### src/rtl/mem_stream_reader.sv
// rtl/mem_stream_reader.sv - streams LEN words from BASE_ADDR out of a two_port_mem read port
// Optional stall counter port enabled by MEM_STREAM_READER_STALL_CNT_EN.
module mem_stream_reader #(
  parameter  int BIT_LENGTH = 64,
  parameter  int DEPTH      = 16,
  localparam int AW         = $clog2(DEPTH)
) (
  input  logic                  clk,
  input  logic                  rst_n,
  input  logic                  start,
  input  logic [AW-1:0]         base_addr,
  input  logic [AW:0]           len,
  output logic                  busy,
  output logic                  done,
  output logic [AW-1:0]         addrb,
  output logic                  enb,
  input  logic [BIT_LENGTH-1:0] doutb,
  output logic [BIT_LENGTH-1:0] dout,
  output logic                  dout_valid,
  input  logic                  dout_ready,
`ifdef MEM_STREAM_READER_STALL_CNT_EN
  output logic [15:0]           stall_cnt,
`endif
  output logic                  dout_last
);

  typedef enum logic [1:0] {IDLE, READ, DRAIN} state_t;

  state_t                state_q, state_d;
  logic [AW-1:0]         cur_addr_q, next_addr;
  logic [AW:0]           rd_left_q;
  logic                  inflight_q, inflight_last_q;
  logic                  done_zero_q;
  logic [BIT_LENGTH-1:0] fifo_data [2];
  logic                  fifo_last [2];
  logic                  wr_ptr_q, rd_ptr_q;
  logic [1:0]            count_q;

  logic       accept, fifo_empty, pop, push, fifo_pop, issue, last_read;
  logic [2:0] entries_next;

  assign accept     = start && (state_q == IDLE);
  assign fifo_empty = (count_q == 2'd0);
  assign last_read  = (rd_left_q == (AW+1)'(1));
  assign next_addr  = (cur_addr_q == AW'(DEPTH-1)) ? '0 : cur_addr_q + 1'b1;

  // The word arriving from memory this cycle bypasses the FIFO when it is empty.
  assign dout_valid = !fifo_empty || inflight_q;
  assign dout       = !fifo_empty ? fifo_data[rd_ptr_q] : (inflight_q ? doutb : '0);
  assign dout_last  = !fifo_empty ? fifo_last[rd_ptr_q] : (inflight_q && inflight_last_q);

  assign pop      = dout_valid && dout_ready;
  assign push     = inflight_q && !(fifo_empty && pop);
  assign fifo_pop = pop && !fifo_empty;

  // Occupancy after this cycle, counting the word landing now; a new read lands next cycle.
  assign entries_next = {1'b0, count_q} + {2'b0, inflight_q} - {2'b0, pop};
  assign issue        = (state_q == READ) && (entries_next < 3'd2);

  assign enb   = issue;
  assign addrb = cur_addr_q;
  assign busy  = (state_q != IDLE);
  assign done  = done_zero_q || ((state_q == DRAIN) && pop && dout_last);

  always_comb begin
    state_d = state_q;
    case (state_q)
      IDLE:    if (start && (len != '0)) state_d = READ;
      READ:    if (issue && last_read) state_d = DRAIN;
      DRAIN:   if (pop && dout_last) state_d = IDLE;
      default: state_d = IDLE;
    endcase
  end

  always_ff @(posedge clk or negedge rst_n) begin
    if (!rst_n) begin
      state_q         <= IDLE;
      cur_addr_q      <= '0;
      rd_left_q       <= '0;
      inflight_q      <= 1'b0;
      inflight_last_q <= 1'b0;
      done_zero_q     <= 1'b0;
    end else begin
      state_q         <= state_d;
      inflight_q      <= issue;
      inflight_last_q <= issue && last_read;
      done_zero_q     <= accept && (len == '0);
      if (accept) begin
        cur_addr_q <= base_addr;
        rd_left_q  <= len;
      end else if (issue) begin
        cur_addr_q <= next_addr;
        rd_left_q  <= rd_left_q - 1'b1;
      end
    end
  end

  always_ff @(posedge clk or negedge rst_n) begin
    if (!rst_n) begin
      for (int i = 0; i < 2; i++) begin
        fifo_data[i] <= '0;
        fifo_last[i] <= 1'b0;
      end
      wr_ptr_q <= 1'b0;
      rd_ptr_q <= 1'b0;
      count_q  <= 2'd0;
    end else begin
      if (push) begin
        fifo_data[wr_ptr_q] <= doutb;
        fifo_last[wr_ptr_q] <= inflight_last_q;
        wr_ptr_q            <= ~wr_ptr_q;
      end
      if (fifo_pop) rd_ptr_q <= ~rd_ptr_q;
      count_q <= count_q + 2'(push) - 2'(fifo_pop);
    end
  end

`ifdef MEM_STREAM_READER_STALL_CNT_EN
  always_ff @(posedge clk or negedge rst_n) begin
    if (!rst_n)
      stall_cnt <= '0;
    else if (accept)
      stall_cnt <= '0;
    else if (dout_valid && !dout_ready && (stall_cnt != 16'hFFFF))
      stall_cnt <= stall_cnt + 16'd1;
  end
`endif

endmodule

### config.mk
export PLATFORM = sky130hd
export DESIGN_NAME = mem_stream_reader
export DESIGN_NICKNAME = d
export VERILOG_FILES = /design/src/rtl/mem_stream_reader.sv
export SDC_FILE = /design/constraint.sdc
export NUM_CORES = 1
export LEC_CHECK = 0
export CORE_AREA = 5 5 132 134
export DETAILED_ROUTE_END_ITERATION = 6
export DIE_AREA = 0 0 137 139
export PLACE_DENSITY = 0.78
export SYNTH_ARGS = -nofsm -noshare
export SYNTH_HDL_FRONTEND = slang
export SYNTH_SLANG_ARGS = --single-unit
### constraint.sdc
create_clock -name clk -period 2.7 [get_ports clk]
set_input_delay 0.54 -clock clk [delete_from_list [all_inputs] [get_ports clk]]
set_output_delay 0.54 -clock clk [all_outputs]
set_load 0.005 [all_outputs]
==> results by group <==
STA
  • Final Hold Vio Count: 0
  • Final min period: 3.116 ns
  • Max-slew violations: 0
  • RSZ-0062 raised after global routing: true
  • Slew @ Worst Pin: 0.5367 ns
  • Setup Viol. Count Final: 5
  • Fmax: 0.3210 GHz
  • Hold_ws: 0.01593 ns
  • Rel. slew slack: 64.22%
  • Period utilization: 115.4%
  • Clk_skew: 0.007248 ns
  • Final worst slack: -0.4157 ns

Clocking
  • Clk Tree Root Cell: clkbuf_16
  • CTS clk-pin slew, worst paths: 0.06 ns
  • Clock sink total: 148
  • H-tree depth: 4
  • Clk buf depth: 2
  • CTS Hold Bufs: 0
  • Clock Latency Late Sink: 0.41 ns
  • CTS buffer count: 17
  • CTS tree: built

GRT
  • Initial antenna violation count: 0
  • Total grt overflow: 0
  • GRT Overall Usage: 18.62%
  • Number of global-route vias before repair: 5624
  • Global-route wire length before repair: 28490 µm
  • Largest net degree at the start of global routing: 70

Route
  • DRT antenna net count: 0
  • First drt pass iteration count: 4
  • Final wirelength: 19600 µm
  • DR DRC count: 0
  • Via count: 5462
  • First DRT Iteration DRCs: 263
  • Avg WL per Cell: 19.70 µm
  • Drt via density: 5.489

Critical path
  • Worst setup EP type: primary output
  • Slowest cell on crit path: dfrtp_2
  • Worst r2r dst: state_q[1]
  • Crit path launch type: flop
  • Crit-path cells: or3_4, and2_4, ha_4, nand2b_4, fa_2, xnor2_4, nand4b_4, inv_4, buf_6
  • CP required: 2.16 ns
  • FF-to-FF Start: inflight_q
  • Worst endpoint data arrival time: 2.58 ns
  • Flop2flop setup slack: -0.09 ns
  • Worst Path Max Fanout: 2
  • Worst-case reg-to-reg path depth: 12
  • WS Path Type: reg2out
  • Critical path's largest stage delay: 0.40 ns

Synthesis
  • Async set or reset register ratio after synthesis: 100.0%
  • Number of distinct library cells after synthesis: 42
  • Post-synth EDFFs: 0
  • Synth Warn #: 0
  • Post-Syn Area: 7446 µm²
  • Main synth FF type: dfrtp_1
  • Mapped Nets: 681
  • Sequential area share after synthesis: 49.74%
  • Yosys reg bits: 148
  • Syn Inst Count: 597
  • Avg Cell Area, Syn: 12.47 µm²

Cells and area
  • Number of diodes: 0
  • Multi-input logic area: 3613 µm²
  • Fillcell total: 1141
  • Fin cells: 995
  • Area growth syn-to-layout: 41.20%
  • Final #Nets: 846
  • Flip-flop and latch area: 3710 µm²
  • Share of cells above drive strength 1: 31.10%
  • Final core utilization: 65.01%

Placement
  • Inst Count DP: 941
  • Place WS: -0.6774 ns
  • Port Buf Inserts: 149
  • Post-DP HPWL: 11340 µm
  • Gpl congestion: 0.7988

Status
  • Failing checks: setup timing
  • Outcome: finished with violations

Power and ir drop
  • Seq pwr share: 29.2%
  • Int Pwr: 9153 µW
  • Clock share of power: 17.7%
  • Sw Ratio: 33.49%
  • Comb pwr share: 53.1%
  • Power Dens Cells: 1309 nW/µm²
  • LEAKAGE: 0.005203 µW
  • Peak VDD IR: 0.7588 mV
  • P_sw: 4608 µW
  • Total Power: 13760 µW

Floorplan
  • Die footprint: 19040 µm²
  • Die extent in y: 139 µm
  • I/O Pins: 150
  • Starting Density: 46.04%
  • DIE WIDTH: 137 µm
  • Core ar.: 16170 µm²
  • Rows: 47

Job
  • Max-cap violation count: 0

Min path
  • Worst Hold Class: in2async
[how the worst max path moves through the flow]
stage | start | to | slack [ns] | cells after the start
after floorplan | count_q[1] | enb | -0.11 | 8
after global placement | dout_ready | enb | -0.66 | 9
after detailed placement | dout_ready | enb | -0.68 | 9
after CTS | inflight_q | enb | -0.42 | 9
after global routing | inflight_q | enb | -0.48 | 9
final | inflight_q | enb | -0.42 | 9
[per-stage QoR]
stage / instance area (µm²) / TNS, ns
final: 10510 / -0.8531
after CTS: 9962 / -8.066
after global placement: 9323 / -2.979
after floorplan: 7513 / -0.2263
after detailed placement: 9323 / -3.797
after global routing: 10510 / -1.504
[power groups by stage]
stage | Clock, µW | Sequential [µW] | Combinational, µW
finish | 2440 | 4020 | 7300
global route | 2580 | 4150 | 7840
CTS | 2480 | 4010 | 6750
detailed placement | 0 | 4020 | 6660
global placement | 0 | 3920 | 6500
floorplan | 0 | 3820 | 3880
[metal layers]
metal,track usage [%],routed length (µm)
met1,24.42,8479
met2,30.67,9969
met3,3.520,752
met4,6.775,400
met5,0,0
[cell families (layout without fill, tap and decap cells)]
group	count (synthesis)	count (layout)	share of synthesized area, %
xor gates and xnor gates	7	7	0.8234
muxes	195	195	30.92
AOI/OAI and AO/OA	83	83	6.083
and+or+nand+nor	104	104	7.377
DFF	148	148	49.74
adders and majority gates	7	7	1.277
buffers and inverters	53	231	3.781
[placed cells by master, fill, tap and decap left out, types with 2 or more instances in the layout]
cell type / netlist / routed
dfrtp_1: 148 / 145
clkdlybuf4s50_1: 0 / 83
mux2_2: 80 / 80
nand3_1: 67 / 66
mux2i_1: 65 / 65
dlymetal6s2s_1: 0 / 64
mux2_4: 50 / 50
o21ai_0: 67 / 41
clkbuf_16: 0 / 24
buf_4: 6 / 14
o21ai_2: 0 / 13
o21ai_1: 0 / 13
nand2_1: 10 / 10
buf_12: 0 / 10
buf_6: 6 / 9
inv_1: 7 / 7
nor2_1: 8 / 7
a21oi_1: 5 / 5
ha_1: 6 / 5
xnor2_1: 5 / 4
a221o_1: 4 / 4
nand4_1: 3 / 3
bufinv_16: 0 / 3
clkbuf_8: 0 / 3
clkinvlp_4: 0 / 3
clkinv_2: 0 / 3
buf_8: 0 / 3
or2_2: 2 / 2
nor2_4: 0 / 2
xor2_1: 2 / 2
clkinv_4: 0 / 2
dfrtp_2: 0 / 2
[area by class of cell]
type	instances	share of cell area (%)
clock buffers	20	4.344
clock inverters	12	1.464
inverters	8	0.3094
multi-input cells	396	34.37
flip-flops and latches	148	35.29
well taps	220	2.618
repair buffers	191	21.61
[flip-flops by register name, indices dropped and copies added (netlist names)]
| register | cells |
|---|---|
| inflight_last_q | 1 |
| fifo_data | 128 |
| done_zero_q | 1 |
| count_q | 2 |
| wr_ptr_q | 1 |
| fifo_last | 2 |
| rd_left_q | 5 |
| inflight_q | 1 |
| addrb | 4 |
| state_q | 2 |
| rd_ptr_q | 1 |
[critical path: cells and delay by family (launching register included)]
family	cells	cell delay (ns)
xor+xnor	1	0.20
fa+ha+maj	2	0.59
buf+inv	2	0.15
flops	1	0.40
simple gates	4	0.81
[cell usage after synthesis (all sizes together), types with 6 or more instances]
| cell | number | area share, % |
|---|---|---|
| nand3 | 67 | 4.5 |
| mux2i | 65 | 8.7 |
| o21ai | 67 | 4.5 |
| nand2 | 11 | 0.59 |
| dfrtp | 148 | 50 |
| mux2 | 130 | 22 |
| clkbuf | 18 | 0.91 |
| buf | 27 | 2.5 |
| inv | 8 | 0.40 |
| ha | 6 | 1.0 |
| nor2 | 9 | 0.49 |
[timing repair]
item,CTS,global route
cloned,0,9
endpoints found under the setup margin,74,76
gates resized for setup,8,121
pin swaps,4,1
buffers inserted,2,11
hold endpoints to repair,0,0
Note: power is estimated with default switching activity, not from simulation.
